`config.mk`:
```
export PLATFORM = sky130hd
export DESIGN_NAME = ntt_stage_ctrl_flat
export DESIGN_NICKNAME = d
export VERILOG_FILES = /design/src/rtl/ntt_stage_ctrl_if.sv /design/src/rtl/ntt_stage_ctrl.sv /design/src/flat_wrapper.sv
export SDC_FILE = /design/constraint.sdc
export NUM_CORES = 1
export LEC_CHECK = 0
export CAP_MARGIN = 20
export CORE_ASPECT_RATIO = 0.5
export CORE_UTILIZATION = 58
export DETAILED_ROUTE_END_ITERATION = 8
export DONT_BUFFER_PORTS = 1
export GPL_ROUTABILITY_DRIVEN = 0
export PLACE_DENSITY_LB_ADDON = 0.2
export SLEW_MARGIN = 20
export SYNTH_ARGS = -nofsm -noshare
export SYNTH_HDL_FRONTEND = slang
export SYNTH_SLANG_ARGS = --single-unit
```
`constraint.sdc`:
```
create_clock -name clk_i -period 3.9 [get_ports clk_i]
set_input_delay 0.78 -clock clk_i [delete_from_list [all_inputs] [get_ports clk_i]]
set_output_delay 0.78 -clock clk_i [all_outputs]
set_load 0.005 [all_outputs]
```
`src/rtl/ntt_stage_ctrl_if.sv`:
```
// Handshake and memory-side bundle for the NTT stage sequencer.
// master = transform controller / testbench, slave = sequencer.
interface ntt_stage_ctrl_if #(
  parameter int unsigned LOG_N = 8
);
  logic             start_i;
  logic             inv_i;
  logic             red_i;
  logic             stall_i;
  logic             rd_valid_o;
  logic [LOG_N-1:0] rd_a_addr_o;
  logic [LOG_N-1:0] rd_b_addr_o;
  logic [LOG_N-1:0] twiddle_addr_o;
  logic             sel_butterfly_o;
  logic             sel_red_o;
  logic             wr_en_o;
  logic [LOG_N-1:0] wr_a_addr_o;
  logic [LOG_N-1:0] wr_b_addr_o;
  logic             busy_o;
  logic             done_o;

  modport master (
    output start_i, inv_i, red_i, stall_i,
    input  rd_valid_o, rd_a_addr_o, rd_b_addr_o, twiddle_addr_o,
           sel_butterfly_o, sel_red_o, wr_en_o, wr_a_addr_o, wr_b_addr_o,
           busy_o, done_o
  );

  modport slave (
    input  start_i, inv_i, red_i, stall_i,
    output rd_valid_o, rd_a_addr_o, rd_b_addr_o, twiddle_addr_o,
           sel_butterfly_o, sel_red_o, wr_en_o, wr_a_addr_o, wr_b_addr_o,
           busy_o, done_o
  );
endinterface

```
`src/rtl/ntt_stage_ctrl.sv`:
```
// In-place NTT / inverse-NTT sequencer: issues one butterfly operand pair per
// cycle and replays the same addresses LAT cycles later for write-back.
module ntt_stage_ctrl #(
  parameter int unsigned LOG_N = 8,
  parameter int unsigned LAT   = 2
) (
  input  logic              clk_i,
  input  logic              rst_n_i,
  ntt_stage_ctrl_if.slave   bus
);
  localparam int unsigned LW = (LOG_N > 1) ? $clog2(LOG_N) : 1;

  typedef enum logic [1:0] {S_IDLE, S_ISSUE, S_DRAIN, S_DONE} state_t;

  state_t           r_state, w_next;
  logic [LW-1:0]    r_l;
  logic [LOG_N-2:0] r_bf;
  logic [3:0]       r_drain;
  logic             r_inv, r_red;
  logic             r_dv [LAT];
  logic [LOG_N-1:0] r_da [LAT];
  logic [LOG_N-1:0] r_db [LAT];

  logic             w_rd_valid;
  logic [LW:0]      w_s;
  logic [LOG_N-1:0] w_len, w_g, w_j, w_a, w_b, w_gcnt, w_tw;
  logic [LOG_N-1:0] w_rd_a, w_rd_b;

  // s widened by one bit so the group shift (s+1) can reach LOG_N
  always_comb begin
    w_s    = r_inv ? {1'b0, r_l} : (LW+1)'(LOG_N-1) - {1'b0, r_l};
    w_len  = LOG_N'(1) << w_s;
    w_g    = {1'b0, r_bf} >> w_s;
    w_j    = {1'b0, r_bf} & (w_len - LOG_N'(1));
    w_a    = (w_g << (w_s + (LW+1)'(1))) | w_j;
    w_b    = w_a | w_len;
    w_gcnt = LOG_N'(1) << ((LW+1)'(LOG_N-1) - w_s);
    w_tw   = r_inv ? (w_gcnt << 1) - LOG_N'(1) - w_g : w_gcnt + w_g;
  end

  assign w_rd_valid = (r_state == S_ISSUE) && !bus.stall_i;
  assign w_rd_a     = (r_state == S_ISSUE) ? w_a : '0;
  assign w_rd_b     = (r_state == S_ISSUE) ? w_b : '0;

  always_comb begin
    w_next = r_state;
    case (r_state)
      S_IDLE:  if (bus.start_i) w_next = S_ISSUE;
      S_ISSUE: if (w_rd_valid && (r_bf == '1)) w_next = S_DRAIN;
      S_DRAIN: if (r_drain == 4'(LAT-1))
                 w_next = (r_l == LW'(LOG_N-1)) ? S_DONE : S_ISSUE;
      S_DONE:  w_next = S_IDLE;
      default: w_next = S_IDLE;
    endcase
  end

  always_ff @(posedge clk_i or negedge rst_n_i) begin
    if (!rst_n_i) begin
      r_state <= S_IDLE;
      r_l     <= '0;
      r_bf    <= '0;
      r_drain <= '0;
      r_inv   <= 1'b0;
      r_red   <= 1'b0;
    end else begin
      r_state <= w_next;
      case (r_state)
        S_IDLE: if (bus.start_i) begin
          r_inv   <= bus.inv_i;
          r_red   <= bus.red_i;
          r_l     <= '0;
          r_bf    <= '0;
          r_drain <= '0;
        end
        S_ISSUE: if (w_rd_valid) r_bf <= r_bf + 1'b1;
        S_DRAIN: if (r_drain == 4'(LAT-1)) begin
          r_drain <= '0;
          if (r_l != LW'(LOG_N-1)) r_l <= r_l + 1'b1;
        end else begin
          r_drain <= r_drain + 4'd1;
        end
        default: ;
      endcase
    end
  end

  // Write-back delay line shifts unconditionally so bubbles stay aligned
  always_ff @(posedge clk_i or negedge rst_n_i) begin
    if (!rst_n_i) begin
      for (int unsigned i = 0; i < LAT; i++) begin
        r_dv[i] <= 1'b0;
        r_da[i] <= '0;
        r_db[i] <= '0;
      end
    end else begin
      r_dv[0] <= w_rd_valid;
      r_da[0] <= w_rd_a;
      r_db[0] <= w_rd_b;
      for (int unsigned i = 1; i < LAT; i++) begin
        r_dv[i] <= r_dv[i-1];
        r_da[i] <= r_da[i-1];
        r_db[i] <= r_db[i-1];
      end
    end
  end

  assign bus.rd_valid_o      = w_rd_valid;
  assign bus.rd_a_addr_o     = w_rd_a;
  assign bus.rd_b_addr_o     = w_rd_b;
  assign bus.twiddle_addr_o  = (r_state == S_ISSUE) ? w_tw : '0;
  assign bus.sel_butterfly_o = r_inv;
  assign bus.sel_red_o       = r_red;
  assign bus.wr_en_o         = r_dv[LAT-1];
  assign bus.wr_a_addr_o     = r_da[LAT-1];
  assign bus.wr_b_addr_o     = r_db[LAT-1];
  assign bus.busy_o          = (r_state == S_ISSUE) || (r_state == S_DRAIN);
  assign bus.done_o          = (r_state == S_DONE);
endmodule

```
`src/flat_wrapper.sv`:
```
// flat-port wrapper written by rule: the top's interface ports become plain ports
module ntt_stage_ctrl_flat 
#(
  parameter int unsigned LOG_N = 8,
  parameter int unsigned LAT   = 2
)
  (clk_i, rst_n_i, bus_start_i, bus_inv_i, bus_red_i, bus_stall_i, bus_rd_valid_o, bus_rd_a_addr_o, bus_rd_b_addr_o, bus_twiddle_addr_o, bus_sel_butterfly_o, bus_sel_red_o, bus_wr_en_o, bus_wr_a_addr_o, bus_wr_b_addr_o, bus_busy_o, bus_done_o);
  ntt_stage_ctrl_if #(.LOG_N(LOG_N)) bus_i ();
  input  logic clk_i;
  input  logic rst_n_i;
  input wire logic [$bits(bus_i.start_i)-1:0] bus_start_i;
  input wire logic [$bits(bus_i.inv_i)-1:0] bus_inv_i;
  input wire logic [$bits(bus_i.red_i)-1:0] bus_red_i;
  input wire logic [$bits(bus_i.stall_i)-1:0] bus_stall_i;
  output wire logic [$bits(bus_i.rd_valid_o)-1:0] bus_rd_valid_o;
  output wire logic [$bits(bus_i.rd_a_addr_o)-1:0] bus_rd_a_addr_o;
  output wire logic [$bits(bus_i.rd_b_addr_o)-1:0] bus_rd_b_addr_o;
  output wire logic [$bits(bus_i.twiddle_addr_o)-1:0] bus_twiddle_addr_o;
  output wire logic [$bits(bus_i.sel_butterfly_o)-1:0] bus_sel_butterfly_o;
  output wire logic [$bits(bus_i.sel_red_o)-1:0] bus_sel_red_o;
  output wire logic [$bits(bus_i.wr_en_o)-1:0] bus_wr_en_o;
  output wire logic [$bits(bus_i.wr_a_addr_o)-1:0] bus_wr_a_addr_o;
  output wire logic [$bits(bus_i.wr_b_addr_o)-1:0] bus_wr_b_addr_o;
  output wire logic [$bits(bus_i.busy_o)-1:0] bus_busy_o;
  output wire logic [$bits(bus_i.done_o)-1:0] bus_done_o;
  assign bus_i.start_i = bus_start_i;
  assign bus_i.inv_i = bus_inv_i;
  assign bus_i.red_i = bus_red_i;
  assign bus_i.stall_i = bus_stall_i;
  assign bus_rd_valid_o = bus_i.rd_valid_o;
  assign bus_rd_a_addr_o = bus_i.rd_a_addr_o;
  assign bus_rd_b_addr_o = bus_i.rd_b_addr_o;
  assign bus_twiddle_addr_o = bus_i.twiddle_addr_o;
  assign bus_sel_butterfly_o = bus_i.sel_butterfly_o;
  assign bus_sel_red_o = bus_i.sel_red_o;
  assign bus_wr_en_o = bus_i.wr_en_o;
  assign bus_wr_a_addr_o = bus_i.wr_a_addr_o;
  assign bus_wr_b_addr_o = bus_i.wr_b_addr_o;
  assign bus_busy_o = bus_i.busy_o;
  assign bus_done_o = bus_i.done_o;
  ntt_stage_ctrl #(.LOG_N(LOG_N), .LAT(LAT)) u_core (.clk_i(clk_i), .rst_n_i(rst_n_i), .bus(bus_i));
endmodule
```
==> results of run 1 <==
[synth_stat cells (3+ instances only)]
cell type,count
a21oi_1,22
buf_4,19
o22ai_1,5
clkbuf_1,14
mux2i_1,12
a31oi_1,5
nor4_1,3
o211ai_1,4
mux2_2,6
o21a_1,5
buf_2,4
o2bb2ai_1,3
nand4_1,5
a211oi_1,3
xor2_1,5
nor2b_1,5
nand2b_1,8
xnor2_1,12
o32ai_1,3
nor3_1,5
nand2_1,31
nor3b_1,3
nor2_1,34
o21ai_0,13
a22o_1,6
o211a_1,3
nand3b_1,4
o31ai_1,4
inv_1,20
dfrtp_1,52
and3_1,5
and2_1,7
mux4_2,3
ha_1,17
nand3_1,14
[registers in the layout, summed over array words and instances (netlist names), 2 cells and up]
register / cells
u_core.r_state: 2
u_core.r_da: 8
u_core.r_db: 8
u_core.r_l: 3
u_core.bus.wr_b_addr_o: 8
u_core.bus.wr_a_addr_o: 8
u_core.r_drain: 4
u_core.r_bf: 7
[kinds of logic after synthesis]
kind of cell             Yosys count  share of synthesized area, %
AND/OR/NAND/NOR                  140                          19.6
adder cells (fa/ha/maj)           17                          5.64
AO/OA/AOI/OAI                     99                          18.7
XOR/XNOR                          20                          5.25
multiplexers                      23                          7.77
buffers and inverters             62                          8.60
flip-flops                        52                          34.5
[final timing paths]
| path | start | end | slack, ps | cells past startpoint |
|---|---|---|---|---|
| setup reg to reg | u_core.r_l[0]$_DFFE_PN0P_ | u_core.r_db[12]$_DFF_PN0_ | 920 | 10 |
| hold / removal | rst_n_i | u_core.r_state[1]$_DFFE_PN0P_ | 170 | 0 |
| max in group asynchronous | rst_n_i | u_core.bus.wr_a_addr_o[4]$_DFF_PN0_ | 3610 | 0 |
| setup / recovery | u_core.r_bf[6]$_DFFE_PN0P_ | bus_twiddle_addr_o[7] | -240 | 14 |
| min in group clk_i | u_core.r_db[13]$_DFF_PN0_ | u_core.bus.wr_b_addr_o[5]$_DFF_PN0_ | 340 | 0 |
| hold reg to reg | u_core.r_db[13]$_DFF_PN0_ | u_core.bus.wr_b_addr_o[5]$_DFF_PN0_ | 340 | 0 |
[through the flow]
stage / hold slack, ps / std cells
finish: 171 / 539
global route: 163 / 539
CTS: 171 / 524
detailed placement: 335 / 500
global placement: 332 / 500
floorplan: 331 / 413
[area by class of cell]
cell class / instances / area share (%)
clock buffers: 6 / 2.77
clock inverters: 2 / 0.835
repair buffers: 70 / 12.6
inverters: 22 / 1.83
multi-input cells: 299 / 51.5
flip-flops and latches: 52 / 28.1
well taps: 88 / 2.37
[power by group through the flow]
stage / registers, mW / clock network [mW] / logic [mW]
after floorplan: 0.777 / 0 / 1.53
after detailed placement: 0.830 / 0 / 1.99
after global placement: 0.815 / 0 / 1.93
final: 0.833 / 0.503 / 2.52
after global routing: 0.853 / 0.531 / 2.68
after CTS: 0.820 / 0.505 / 2.15
[layer usage]
metal	part of all wire [%]	vias up	global-route usage, %	wire length [µm]
li1	-	1538	-	-
met1	38	1644	41.4	4410
met2	44	289	51.0	5090
met3	13	78	8.49	1510
met4	4.9	0	12.1	566
met5	0	-	0	0
[what timing repair did]
action / in CTS / in global routing
gates resized for setup: 21 / 32
setup buffers: 14 / 15
pin swaps: 3 / 16
setup endpoints to repair: 4 / 9
cloned: 2 / 0
==> results by group, run 1 <==
Critical path
  – Critical Path Max Stage Delay: 510 ps
  – Required @ worst endpoint: 3120 ps
  – CP max-delay cell: dfrtp_1
  – Delay-heaviest family, CP: simple AND/OR/NAND/NOR gates
  – Critical Path Start Type: flip-flop
  – CP endpoint kind: primary output
  – Crit Path Category: flip-flop to primary output
  – WP buf/inv: 3
  – Cell Chain, Critical Path: mux2_4, o2bb2ai_2, or3_4, inv_4, ha_4, ha_4, inv_2, o221a_4, nor4_4, and2_4, a211oi_2, o211a_1, a211oi_2, buf_4
  – Crit path DAT: 3360 ps
  – Worst Path Max Fanout: 7

Floorplan
  – Io pins: 52
  – Die height: 59 µm
  – Core area: 6160 µm²
  – Initial core utilization: 61.2%
  – FP Rows: 20
  – Die area: 6840 µm²
  – Die Width: 116 µm

STA
  – Final setup fails: 3
  – PnR worst setup slack: -240 ps
  – Slew margin rel.: 52.0%
  – RSZ-0062 raised after global routing: true
  – Final Slew Violations: 0
  – Setup Skew: 5.65 ps
  – Final hold vios: 0
  – Worst slew pin tran: 720 ps
  – Part of the cycle the worst path needs: 106%
  – Final setup TNS: -376 ps
  – Final min period: 4140 ps
  – Fmax: 0.242 GHz

Yosys
  – Fraction of registers with async set/reset: 100%
  – Synthesized cell area: 3770 µm²
  – Syn Inst Count: 413
  – Synthesized Nets: 436
  – Post-synth EDFFs: 0
  – Seq cells post-synth: 52
  – Mean area per synthesized cell: 9.12 µm²
  – Synth area leader: dfrtp_1
  – Top_reg_cell synth: dfrtp_1
  – Top post-synthesis cells by area: dfrtp_1 35%, ha_1 5.6%, buf_4 3.8%, nor2_1 3.4%, mux2i_1 3.2%
  – Ys Warns: 0
  – Synth cell types: 71
  – Top cell type's share of synthesized area: 34.5%
  – Register area share after synthesis: 34.5%

Power and ir drop
  – VDD IR max: 0.449 mV
  – Power after layout: 3.86 mW
  – Power density cells: 830 nW/µm²
  – Combinational Power Share: 65.4%
  – P_int: 2.11 mW
  – Clock power frac: 13.0%
  – Flop pwr share: 21.6%
  – Sw Share: 45.3%
  – NetSw: 1.75 mW
  – Leak: 2.12 nW

Finish
  – Multi-input logic area: 2390 µm²
  – # fillers: 409
  – Layout cells sized above 1: 30.4%
  – Layout area overhead: 23.3%
  – Commonest non-fill, non-tap cell in the layout: buf_4
  – Most frequent cells in the layout: 64 x buf_4, 49 x dfrtp_1, 33 x nor2_1
  – FF+latch area: 1310 µm²
  – Utilization after layout: 75.5%
  – Final net count: 473
  – Inserted Diodes: 0
  – Post-route cell area: 4650 µm²

Routing
  – DRC viols: 0
  – DRT antenna net count: 0
  – Vias per cell: 6.58
  – Final wirelength: 11,600 µm
  – Initial DRC Count: 578
  – Vias: 3,549
  – First-pass DRT Iterations: 7
  – Routed WL per cell: 21.5 µm

Global route
  – Overall routing resource usage: 31.7%
  – First-pass GRT wire length: 16,100 µm
  – Largest net degree at the start of global routing: 53
  – Vias in the first global route: 3,202
  – Initial antenna violation count: 0
  – Grt total ovfl: 0

Clocking
  – Bufs on Longest Clock Path: 2
  – Worst-skew pair later-pin latency: 300 ps
  – CTS clk-pin slew, worst paths: 70 ps
  – Hold buffer count at CTS: 0
  – CTS H-tree depth: 2
  – CTS tree: yes
  – Total CTS buffers: 5
  – Root Driver: clkbuf_16
  – Clk sink count: 52

Placed design
  – Placed Area: 3960 µm²
  – Post-place setup slack: -91.8 ps
  – Hpwl dp: 7180 µm
  – Buffers on Ports: 0

Outcome
  – Failing checks: negative setup slack
  – Outcome: finished with violations

Worst hold path
  – Tightest Hold Check Type: input pin to asynchronous set/reset pin

Flow run
  – Max-cap violations: 0
No activity file was read; power rests on OpenSTA's default activity.
==> run 2, diff against run 1 <==
Settings changed: RECOVER_POWER set to 50.
==> results of run 2 <==
No change in the layout: final DEF, timing and power equal those of run 1.
==> run 3, diff against run 2 <==
Settings changed: CAP_MARGIN 20 to 40.
==> results of run 3 <==
No change in the layout: final DEF, timing and power equal those of run 1.
